`src/rtl/multibyte_serial_adder.sv`:
```
// Byte-serial adder: captures two NBYTES-wide operands plus carry-in, adds one
// byte per cycle with a rippled registered carry, then publishes SUM/CO with a DONE pulse.
module multibyte_serial_adder #(
  parameter int NBYTES = 4
) (
  input  logic                  CLK,
  input  logic                  RST,
  input  logic                  START,
  input  logic [8*NBYTES-1:0]   A,
  input  logic [8*NBYTES-1:0]   B,
  input  logic                  CI,
  output logic                  BUSY,
  output logic                  DONE,
  output logic [8*NBYTES-1:0]   SUM,
  output logic                  CO
);

  localparam int IW = (NBYTES > 1) ? $clog2(NBYTES) : 1;
  localparam logic [IW-1:0] LAST_IDX = IW'(NBYTES - 1);

  typedef enum logic [1:0] {
    S_IDLE,
    S_ADD,
    S_DONE
  } state_e;

  state_e                   state_q, state_d;
  logic [NBYTES-1:0][7:0]   a_q, a_d;
  logic [NBYTES-1:0][7:0]   b_q, b_d;
  logic [NBYTES-1:0][7:0]   part_q, part_d;
  logic [8*NBYTES-1:0]      sum_q, sum_d;
  logic                     co_q, co_d;
  logic                     carry_q, carry_d;
  logic [IW-1:0]            idx_q, idx_d;
  logic [8:0]               byte_sum;

  always_comb begin
    // NOTE: every _d takes its hold value first, so no branch can infer a latch.
    state_d  = state_q;
    a_d      = a_q;
    b_d      = b_q;
    part_d   = part_q;
    sum_d    = sum_q;
    co_d     = co_q;
    carry_d  = carry_q;
    idx_d    = idx_q;
    byte_sum = {1'b0, a_q[idx_q]} + {1'b0, b_q[idx_q]} + {8'd0, carry_q};

    unique case (state_q)
      S_IDLE: begin
        if (START) begin
          a_d     = A;
          b_d     = B;
          carry_d = CI;
          idx_d   = '0;
          state_d = S_ADD;
        end
      end
      S_ADD: begin
        part_d[idx_q] = byte_sum[7:0];
        carry_d       = byte_sum[8];
        if (idx_q == LAST_IDX) begin
          // The final byte goes straight into SUM, bypassing the partial register.
          sum_d   = part_d;
          co_d    = byte_sum[8];
          idx_d   = '0;
          state_d = S_DONE;
        end else begin
          idx_d = idx_q + 1'b1;
        end
      end
      S_DONE: state_d = S_IDLE;
      default: state_d = S_IDLE;
    endcase
  end

  always_ff @(posedge CLK) begin
    // NOTE: non-blocking assignments so every register samples pre-edge values.
    if (RST) begin
      state_q <= S_IDLE;
      a_q     <= '0;
      b_q     <= '0;
      part_q  <= '0;
      sum_q   <= '0;
      co_q    <= 1'b0;
      carry_q <= 1'b0;
      idx_q   <= '0;
    end else begin
      state_q <= state_d;
      a_q     <= a_d;
      b_q     <= b_d;
      part_q  <= part_d;
      sum_q   <= sum_d;
      co_q    <= co_d;
      carry_q <= carry_d;
      idx_q   <= idx_d;
    end
  end

  assign BUSY = (state_q == S_ADD);
  assign DONE = (state_q == S_DONE);
  assign SUM  = sum_q;
  assign CO   = co_q;

endmodule

```
`config.mk`:
```
export PLATFORM = sky130hd
export DESIGN_NAME = multibyte_serial_adder
export DESIGN_NICKNAME = d
export VERILOG_FILES = /design/src/rtl/multibyte_serial_adder.sv
export SDC_FILE = /design/constraint.sdc
export NUM_CORES = 1
export LEC_CHECK = 0
export ABC_AREA = 0
export ABC_CLOCK_PERIOD_IN_PS = 3800
export CORE_ASPECT_RATIO = 1.75
export CORE_UTILIZATION = 35
export DETAILED_ROUTE_END_ITERATION = 6
export PLACE_DENSITY = 0.57
export SLEW_MARGIN = 40
export SYNTH_ARGS = -nofsm -noshare
export SYNTH_HDL_FRONTEND = slang
export SYNTH_SLANG_ARGS = --single-unit
```
`constraint.sdc`:
```
create_clock -name CLK -period 3.8 [get_ports CLK]
set_input_delay 0.38 -clock CLK [delete_from_list [all_inputs] [get_ports CLK]]
set_output_delay 0.38 -clock CLK [all_outputs]
set_load 0.02 [all_outputs]
```
**Word-level counts from Yosys, hierarchy flattened**

Cells that the tools add are included.

- Equality and inequality tests: 5
- Mux-type cells: 15
- $add $sub $neg: 3
- Reduce and logical (&&, ||, !) cells: 7
- Magnitude comparators: 2

Operator list:

| cell | count |
|---|---|
| 8-bit binary-select mux with 2-bit select | 2 |
| 32-bit bitwise mux | 1 |
| 8-bit two-way mux | 3 |
| 8-bit demux with 2-bit select | 1 |
| 8-bit by 8-bit adder with 9-bit output | 1 |
| 9-bit by 1-bit adder with 9-bit output | 1 |
| 2-bit two-way mux | 4 |
| 2-bit case mux with 2 select lines | 2 |
| 2-bit AND reduction | 4 |
| 2-bit == test (second input constant) | 2 |
| 2-bit by 3-bit less-than comparator with 1-bit output (second input constant) | 1 |
| 2-bit by 1-bit adder with 2-bit output (second input constant) | 1 |
| 2-bit by 1-bit == test with 1-bit output (second input constant) | 1 |
| 2-bit by 1-bit greater-or-equal comparator with 1-bit output (second input constant) | 1 |
| 2-bit logical NOT | 1 |
| 2-bit by 1-bit != test with 1-bit output (second input constant) | 1 |
| 2-bit != test (second input constant) | 1 |
| 1-bit case mux with 2 select lines | 1 |
| 2-bit nonzero test | 1 |
| 1-bit logical AND | 1 |
| 1-bit two-way mux | 1 |

- Input bits: 68
- Register bits after elaboration: 134
- Word-level logic and storage cells: 49
- Output and inout port bits: 35

**Logic depth before layout (Yosys ltp)**

Gate-level depths: netlist (run 1).

- Depth after elaboration: 5
- Depth in mapped cells: 10
- Depth with buffers taken out: 8

**Worst setup path after synthesis (run 1)**

OpenSTA, ideal clock, no wires.

- Path type: register to register
- From: register idx_q[0]
- To: register sum_q[14], in the netlist SUM[14]
- Required time: 3.671 ns
- Arrival: 3.142 ns
- Clock period less this slack: 3.272 ns
- Setup slack: 0.528 ns
- Cell stages (with the launch flop): 11
- Library setup time: 0.129 ns
- Path buffers: 2
- Cells stage by stage: dfxtp_1 buf_2 clkbuf_1 mux4_2 fa_1 fa_1 a211oi_1 o21bai_1 a211o_1 a31oi_1 nor3_1

- Cells in the longest elaborated chain, start to end: 5
- Elaborated cells between the ends (all ways): 14
- Those cells by class: add/sub: 2; order compare: 2; eq/ne: 1; mux: 7; reduce/logical: 2

Ends and longest elaborated chain:

| element | RTL line | RTL |
|---|---|---|
| from (decl) | 34 | `logic [IW-1:0] idx_q, idx_d;` |
| from (signal assigned) | 96 | `idx_q <= idx_d;` |
| 8-bit binary-select mux with 2-bit select (tied with other cells) | 47 | `byte_sum = {1'b0, a_q[idx_q]} + {1'b0, b_q[idx_q]} + {8'd0, carry_q};` |
| 8-bit two-way mux (not written as such) / 1-bit logical AND (equally long branches) | 47, 60 |  |
| 8-bit by 8-bit adder with 9-bit output / 8-bit two-way mux (equally long branches) | 47, 60 |  |
| 9-bit by 1-bit adder with 9-bit output / 8-bit demux with 2-bit select (equally long branches) | 47, 60 |  |
| 32-bit bitwise mux | 60 | `part_d[idx_q] = byte_sum[7:0];` |
| to (signal assigned) | 93 | `sum_q <= sum_d;` |
| to (decl) | 31 | `logic [8*NBYTES-1:0] sum_q, sum_d;` |

Parallel ways exist; a longest one is shown, timed or not. The select of a mux whose other input is x is not followed.
A chain may end at the register's enable or synchronous reset.

**Worst setup path after layout (run 1)**

- From: register idx_q[1]
- To: register sum_q[6], in the netlist SUM[6]

The elaborated chain is that of the path after synthesis.

==> flow_summary.toml, run 1 <==
[critical_path]
r2r_cells = 8
required_ns = 4.06
critPathMaxFanout = 8
startpoint_type = "flip-flop"
crit_path_end_kind = "flip-flop"
worst-endpoint-arrival_ns = 3.71
path_class = "flip-flop to flip-flop"

[power_and_ir_drop]
ir_worst_vdd_mv = 0.295
internal_power_mw = 2.53
p_leak_nw = 2.55
p_clk_share_pct = 45.9
seqPwrFrac_pct = 41.7
powerDensity_mw_per_mm2 = 475
power_switching_mw = 0.839
netSwitchingFraction_pct = 24.9
combPwrFrac_pct = 12.4

[logic_synthesis]
syn_area_mm2 = 0.00541
synth_edf_count = 0
synth.ff_latch_count = 126
synth_compound_area_share_pct = 16.9
synth_top_family_by_area = "simple AND/OR/NAND/NOR gates"
synth_adder_area_share_pct = 3.29
synthSimpleGateAreaFrac_pct = 19.0
synth_warnings = 0
synth_ff_type = "dfxtp_1"
synthCells = 640
netlist-cell-type-count = 37
avgSynthCellArea_um2 = 8.45
synthesis.nets = 721
ys_seq_area_share_pct = 46.7
yosys.area_share.xor_xnor_pct = 0.486
muxShareOfSynthArea_pct = 9.70
async_flop_share_pct = 0

[timing]
rsz0062_at_grt = "false"
finalSetupTns_ns = 0
fin_crit_sh_pct = 90.8
slew_viol_final = 0
period_needed_ns = 3.45
max_freq_mhz = 290
setup_viol = 0
slew_headroom_pct = 47.5
hold_ws_ns = 0.453
fin_skew_ns = 0.00936
worstMarginPinSlew_ns = 0.788
hold_viol_final = 0

[clock_tree]
clkLatencyLatePin_ns = 0.41
cts_setup_buffers = 0
cts_tree = "done"
cts_sinks = 126
cts_buffer_depth = 2
numCtsBuffers = 17
cts_resized = 0
hold_buffers = 0
path_clk_slew_ns = 0.05
htreeDepth = 4
root_buffer = "clkbuf_16"

[detailed_routing]
drc = 0
vias_per_cell = 5.04
route.met3.wl_um = 476
drt_wl_total_um = 14000
post_drt_wl_per_cell_um = 15.3
top_layer = "met4"
vias = 4624
drt_iter0_drc = 183
wl_met2_um = 7710
ant_nets = 0
wl_met1_um = 5510
first_pass_iters = 4

[grt]
grt_overflow = 0
grt_max_degree = 97
grtUsageTotal_pct = 18.6
grt_pass1_vias = 4672
grt_pass1_wl_um = 22600
antenna_found_initial = 0

[die]
core_region_area_mm2 = 0.0150
die-height_um = 166
die-area_mm2 = 0.0160
start_util_pct = 36.1
row_count = 59
io_pins = 103
die_w_um = 95.9

[placed_design]
placed_cells_incl_taps = 885
post-dp-hpwl_um = 10100
gp_congestion = 0.810
io_buffers = 102

[run]
drv_cap = 0

[cells_and_area]
insertedDiodeCount = 0
drive_gt1_share_pct = 8.17
area_delta_synth_final_pct = 31.4
fin_cells = 917
nNetsFinal = 802

[outcome]
outcome = "finished, final reports clean"

[min_path]
hp-class = "flip-flop to flip-flop"
hold_depth = 2
## through the flow
stage	power (mW)	util (%)	worst slack, ns	instance area, um^2
6_report	3.37	47.4	0.348	7100
5_1_grt	3.50	47.4	0.102	7100
4_1_cts	3.40	47.4	0.342	7100
3_5_place_dp	1.85	43.6	0.349	6530
3_3_place_gp	1.84	43.5	0.468	6530
2_1_floorplan	1.68	-	0.528	5410
## power by group through the flow
| stage | clock [mW] | sequential, mW | combinational [mW] |
|---|---|---|---|
| after floorplan | 0 | 1.42 | 0.261 |
| after global placement | 0 | 1.43 | 0.410 |
| after detailed placement | 0 | 1.43 | 0.420 |
| after CTS | 1.58 | 1.40 | 0.420 |
| after global routing | 1.63 | 1.41 | 0.458 |
| final | 1.55 | 1.40 | 0.417 |
## critical path, cell delays in order (launching register included)
cell and delay [ns]:
dfxtp_1 0.59, mux4_2 0.59, fa_1 0.45, fa_1 0.45, a211oi_1 0.37, o21bai_1 0.16
a211o_1 0.41, a31oi_1 0.21, nor3_1 0.07
## cells in the mapped netlist, types with 2 or more instances
| master | instances | area share, % |
|---|---|---|
| nand2b_1 | 8 | 0.93 |
| nor2_1 | 34 | 2.4 |
| nand3_1 | 4 | 0.37 |
| nor2b_1 | 3 | 0.35 |
| inv_1 | 5 | 0.35 |
| mux4_2 | 16 | 6.7 |
| a21oi_1 | 102 | 9.4 |
| xnor2_1 | 3 | 0.49 |
| o21ai_0 | 12 | 1.1 |
| ha_1 | 11 | 2.5 |
| fa_1 | 2 | 0.74 |
| a31oi_1 | 3 | 0.35 |
| a211oi_1 | 20 | 2.8 |
| o211ai_1 | 5 | 0.69 |
| a21o_1 | 5 | 0.69 |
| buf_1 | 3 | 0.21 |
| dfxtp_1 | 126 | 47 |
| clkbuf_1 | 34 | 2.4 |
| mux2i_1 | 15 | 2.8 |
| nor3_1 | 5 | 0.46 |
| a211o_1 | 2 | 0.32 |
| a311oi_1 | 3 | 0.49 |
| buf_2 | 12 | 1.1 |
| nand2_1 | 190 | 13 |
| and2_1 | 5 | 0.58 |
## sequential cells by signal, summed over array words and instances (netlist names)
name and count:
part_q 24, SUM 32, idx_q 2, state_q 2, carry_q 1, a_q 32, CO 1, b_q 32
## final cells by class
cell class	instances	area (um^2)
clock inverters	12	120
inverters	5	18.8
clock buffers	20	447
flip-flops and latches	126	2520
well taps	183	229
fillers	1471	7890
repair buffers	111	1090
multi-input cells	460	2670
## cell families (layout without fill, tap and decap cells)
kind of cell	count (synthesis)	in the layout
simple gates	253	253
compound gates	159	159
xor+xnor	3	3
mux	32	32
buf+inv	54	148
flops	126	126
fa+ha+maj	13	13
## path summary, 6_finish.rpt
check	from	to	slack, ns
setup / recovery	idx_q[1]$_SDFFE_PP0P_	SUM[6]$_SDFFE_PP0P_	0.35
setup reg to reg	idx_q[1]$_SDFFE_PP0P_	SUM[6]$_SDFFE_PP0P_	0.35
hold / removal	SUM[10]$_SDFFE_PP0P_	SUM[10]$_SDFFE_PP0P_	0.45
hold reg to reg	SUM[10]$_SDFFE_PP0P_	SUM[10]$_SDFFE_PP0P_	0.45
## routing by layer
layer	vias to the layer above	GRT usage, %
met4	0	6.75
li1	2341	-
met2	105	34.3
met1	2160	20.0
met3	18	4.08
met5	-	0
## cell usage in the layout (no fill, tap or decap), types with 2 or more instances in the layout
| cell | count |
|---|---|
| a211o_1 | 2 |
| a211oi_1 | 20 |
| a21o_1 | 5 |
| a21oi_1 | 102 |
| a311oi_1 | 3 |
| a31oi_1 | 3 |
| and2_1 | 4 |
| buf_4 | 9 |
| bufinv_16 | 2 |
| clkbuf_1 | 2 |
| clkbuf_16 | 17 |
| clkdlybuf4s50_1 | 101 |
| clkinv_2 | 6 |
| clkinvlp_4 | 4 |
| dfxtp_1 | 126 |
| fa_1 | 2 |
| ha_1 | 11 |
| inv_1 | 5 |
| mux2i_1 | 15 |
| mux4_2 | 16 |
| nand2_1 | 189 |
| nand2b_1 | 8 |
| nand3_1 | 4 |
| nor2_1 | 34 |
| nor2b_1 | 3 |
| nor3_1 | 5 |
| o211ai_1 | 5 |
| o21ai_0 | 12 |
| xnor2_1 | 3 |
No activity file was read; power rests on OpenSTA's default activity.
==> run 2: changes to the inputs <==
--- a/config.mk
+++ b/config.mk
@@ -8,9 +8,11 @@
 export ABC_AREA = 0
 export ABC_CLOCK_PERIOD_IN_PS = 3800
 export CORE_ASPECT_RATIO = 1.75
+export CORE_MARGIN = 2
 export CORE_UTILIZATION = 35
 export DETAILED_ROUTE_END_ITERATION = 6
-export PLACE_DENSITY = 0.57
+export DONT_BUFFER_PORTS = 1
+export PLACE_DENSITY = 0.48
 export SLEW_MARGIN = 40
 export SYNTH_ARGS = -nofsm -noshare
 export SYNTH_HDL_FRONTEND = slang
==> flow_summary.toml, run 2 (same netlist as run 1, synthesis figures left out) <==
[grt]
grt_pass1_wl_um = 21600
grt_max_degree = 127
grt_overflow = 0
grt_pass1_vias = 4099
grtUsageTotal_pct = 17.1
met3_usage_pct = 5.27
grt_use_met1_pct = 18.2
use_met2_pct = 30.6
antenna_found_initial = 0
top_usage_layer = "met2"

[critical_path]
required_ns = 4.11
path_class = "flip-flop to flip-flop"
r2r_end = "SUM[14]$_SDFFE_PP0P_"
crit_family = "compound AO/OA/AOI/OAI gates"
worst-endpoint-arrival_ns = 3.49
startpoint_type = "flip-flop"
worst_path_max_delay_cell = "mux4_2"
r2r_setup_slack_ns = 0.62
startpoint = "idx_q[0]$_SDFFE_PP0P_"
crit_chain = "mux4_2 -> fa_1 -> fa_1 -> a211oi_1 -> o21bai_1 -> a211o_1 -> a31oi_1 -> nor3_1"
critPathMaxFanout = 7
endpoint = "SUM[14]$_SDFFE_PP0P_"
r2r_cells = 8
crit_path_end_kind = "flip-flop"
critPathMaxStageDelay_ns = 0.53
crit_top_cell = "fa_1"
cp_num_cells = 8
reg2reg_from = "idx_q[0]$_SDFFE_PP0P_"
path_buf_inv = 0

[timing]
rsz0062_at_grt = "false"
fin_skew_ns = 0.00893
fin_crit_sh_pct = 83.7
worstMarginPinSlew_ns = 0.728
setup_viol = 0
slew_headroom_pct = 51.1
finalSetupTns_ns = 0
period_needed_ns = 3.18
hold_viol_final = 0
slew_viol_final = 0
max_freq_mhz = 314

[placed_design]
io_buffers = 0
gp_congestion = 0.874
post-dp-hpwl_um = 9740

[clock_tree]
cts_resized = 0
clkLatencyLatePin_ns = 0.42
hold_buffers = 0
path_clk_slew_ns = 0.06
root_buffer = "clkbuf_16"
cts_buffer_depth = 2
htreeDepth = 4
numCtsBuffers = 17
cts_tree = "done"
cts_sinks = 126
cts_setup_buffers = 0

[power_and_ir_drop]
p_leak_nw = 2.21
powerDensity_mw_per_mm2 = 575
finalPower_mw = 3.54
ir_worst_vdd_mv = 0.296

[cells_and_area]
nNetsFinal = 697
multiInputGateArea_mm2 = 0.00268
fillers = 1595
ff_latch_area_mm2 = 0.00252
final_cell_mix = "189 x nand2_1, 126 x dfxtp_1, 102 x a21oi_1"
insertedDiodeCount = 0
final_util_pct = 40.4
drive_gt1_share_pct = 9.08
area_delta_synth_final_pct = 13.9
final_common_cell = "nand2_1"

[die]
start_util_pct = 35.5
die-area_mm2 = 0.0165
io_pins = 103
die_w_um = 97.9
die-height_um = 168
row_count = 60
core_region_area_mm2 = 0.0152

[detailed_routing]
first_pass_iters = 6
ant_nets = 0
drt_wl_total_um = 14000
drc = 0
vias = 4242
drt_iter0_drc = 152
vias_per_cell = 5.21
post_drt_wl_per_cell_um = 17.2

[min_path]
hp-class = "primary input to flip-flop"

[outcome]
outcome = "finished, final reports clean"

[run]
drv_cap = 0
==> run 2: report_power, final <==
group	switching [mW]	internal, mW
clock	0.612	1.20
combinational	0.203	0.118
sequential	0.0311	1.38
==> run 2: how the worst min path moves through the flow <==
stage / from / to / slack (ns) / cells past startpoint
final: RST / SUM[10]$_SDFFE_PP0P_ / 0.03 / 1
after global routing: RST / part_q[5]$_SDFFE_PP0P_ / 0.01 / 1
after CTS: RST / part_q[8]$_SDFFE_PP0P_ / 0.01 / 1
after detailed placement: a_q[19]$_SDFFE_PP0P_ / a_q[19]$_SDFFE_PP0P_ / 0.44 / 2
after global placement: part_q[5]$_SDFFE_PP0P_ / part_q[5]$_SDFFE_PP0P_ / 0.43 / 2
after floorplan: a_q[16]$_SDFFE_PP0P_ / a_q[16]$_SDFFE_PP0P_ / 0.43 / 2
==> run 2: through the flow <==
stage	hold slack [ns]	std cells	area (um^2)	worst slack, ns
final	0.0264	814	6160	0.618
after CTS	0.0137	814	6160	0.623
after detailed placement	0.439	783	5490	0.622
after global routing	0.0114	814	6160	0.426
after floorplan	0.433	640	5410	0.528
after global placement	0.435	783	5490	0.737
==> run 2: area by class of cell <==
type	instances	share of cell area [%]
Sequential cell	126	41.0
Timing Repair Buffer	6	0.732
Tap cell	186	3.78
Clock inverter	12	3.41
Multi-Input combinational cell	460	43.4
Inverter	5	0.305
Clock buffer	19	7.36
==> run 2: per-layer routing <==
metal  up-vias  share of wire [%]
met5         -                  0
met4         0                2.6
met3        25                5.3
met2       111                 53
met1      1968                 39
li1       2138                  -
==> run 3: changes to the inputs <==
--- a/config.mk
+++ b/config.mk
@@ -6,7 +6,7 @@
 export NUM_CORES = 1
 export LEC_CHECK = 0
 export ABC_AREA = 0
-export ABC_CLOCK_PERIOD_IN_PS = 3800
+export ABC_CLOCK_PERIOD_IN_PS = 3200
 export CORE_ASPECT_RATIO = 1.75
 export CORE_MARGIN = 2
 export CORE_UTILIZATION = 35
==> constraint.sdc (replaced) <==
create_clock -name CLK -period 3.2 [get_ports CLK]
set_input_delay 0.32 -clock CLK [delete_from_list [all_inputs] [get_ports CLK]]
set_output_delay 0.32 -clock CLK [all_outputs]
set_load 0.02 [all_outputs]
==> flow_summary.toml, run 3 (same netlist as run 1, synthesis figures left out) <==
[critical_path]
crit_path_end_kind = "flip-flop"
endpoint = "SUM[23]$_SDFFE_PP0P_"
path_class = "flip-flop to flip-flop"
reg2reg_from = "idx_q[0]$_SDFFE_PP0P_"
r2r_setup_slack_ns = 0.24
r2r_end = "SUM[23]$_SDFFE_PP0P_"
r2r_cells = 8
startpoint = "idx_q[0]$_SDFFE_PP0P_"
required_ns = 3.51
worst-endpoint-arrival_ns = 3.28
startpoint_type = "flip-flop"
critPathMaxFanout = 20

[run]
drv_cap = 0

[power_and_ir_drop]
ir_worst_vdd_mv = 0.346
powerDensity_mw_per_mm2 = 648
p_leak_nw = 2.23

[clock_tree]
cts_buffer_depth = 2
numCtsBuffers = 17
path_clk_slew_ns = 0.06
cts_setup_buffers = 0
clkLatencyLatePin_ns = 0.41
root_buffer = "clkbuf_16"
cts_tree = "done"
htreeDepth = 4
cts_sinks = 126

[detailed_routing]
wl_met1_um = 5690
wl_met2_um = 7370
vias = 4292
ant_nets = 0
first_pass_iters = 4
vias_per_cell = 5.21
drt_wl_total_um = 14000
drc = 0
route.met3.wl_um = 578
post_drt_wl_per_cell_um = 17.0
top_layer = "met4"
drt_iter0_drc = 113

[min_path]
hp-class = "primary input to flip-flop"

[grt]
grt_overflow = 0
grt_max_degree = 124
antenna_found_initial = 0
grtUsageTotal_pct = 17.0
grt_pass1_wl_um = 21900
grt_pass1_vias = 4171

[timing]
max_freq_mhz = 338
period_needed_ns = 2.96
hold_ws_ns = 0.0247
setup_viol = 0
fin_crit_sh_pct = 92.6
fin_skew_ns = 0.00698
rsz0062_at_grt = "false"
worstMarginPinSlew_ns = 0.693
finalSetupTns_ns = 0
slew_headroom_pct = 53.8
slew_viol_final = 0
hold_viol_final = 0

[placed_design]
io_buffers = 0
placed_area_mm2 = 0.00557
post-dp-hpwl_um = 9730
gp_congestion = 0.842

[cells_and_area]
insertedDiodeCount = 0
final_cell_mix = "189 x nand2_1, 126 x dfxtp_1, 102 x a21oi_1"
fillers = 1568
nNetsFinal = 706
drive_gt1_share_pct = 11.0
final_area_mm2 = 0.00621
area_delta_synth_final_pct = 15.0
final_common_cell = "nand2_1"
final_util_pct = 40.8

[die]
start_util_pct = 35.5
die-area_mm2 = 0.0165
die-height_um = 168
core_region_area_mm2 = 0.0152
row_count = 60
die_w_um = 97.9
io_pins = 103

[outcome]
outcome = "finished, final reports clean"
==> run 3: worst max-delay path, cell delays in order, from the launching register on <==
cell      delay [ns]
dfxtp_1         0.40
buf_12          0.21
mux4_2          0.58
ha_1            0.34
a211oi_1        0.41
nor3_1          0.16
mux2i_2         0.29
o21ai_0         0.16
a311oi_1        0.32
==> run 3: repair_timing <==
action                                  CTS  global route
endpoints found under the setup margin    0             8
hold buffers                              1             0
resized for setup                         0             3
hold endpoints to repair                123             0
==> run 3: worst min-delay path by stage <==
stage                               startpoint                 endpoint  slack [ns]  depth (start not counted)
after CTS                                  RST  state_q[1]$_SDFFE_PP0P_        0.01                          1
final                                      RST  state_q[1]$_SDFFE_PP0P_        0.02                          1
after global placement                     RST     SUM[10]$_SDFFE_PP0P_        0.40                          1
after floorplan           a_q[16]$_SDFFE_PP0P_     a_q[16]$_SDFFE_PP0P_        0.43                          2
after detailed placement                   RST     SUM[10]$_SDFFE_PP0P_        0.40                          1
after global routing                       RST  state_q[1]$_SDFFE_PP0P_       0.004                          1
==> run 3: through the flow <==
step	std cells	total power, mW	worst slack (ns)
finish	824	4.03	0.237
global route	824	4.19	0.0693
CTS	824	4.07	0.0985
detailed placement	791	2.11	0.144
global placement	791	2.10	0.142
floorplan	640	2.00	0.0505
==> run 3: layer usage <==
layer  track usage (%)  vias to the layer above
met1              18.9                     2014
met5                 0                        -
li1                  -                     2152
met4              6.94                        0
met3              4.19                       26
met2              30.5                      100
==> run 3: final cells by class <==
type,instances,area (um^2),share of cell area [%]
multi-input cells,460,2690,43.3
flip-flops and latches,126,2520,40.6
clock buffers,20,467,7.51
well taps,186,233,3.75
repair buffers,15,145,2.34
clock inverters,12,138,2.22
inverters,5,18.8,0.302
==> run 3: report_power, final <==
part           internal [mW]  switching, mW  leakage, nW
clock                   1.21          0.717        0.280
combinational          0.160          0.274        0.924
sequential              1.63         0.0346         1.03
total                   3.00           1.03         2.23
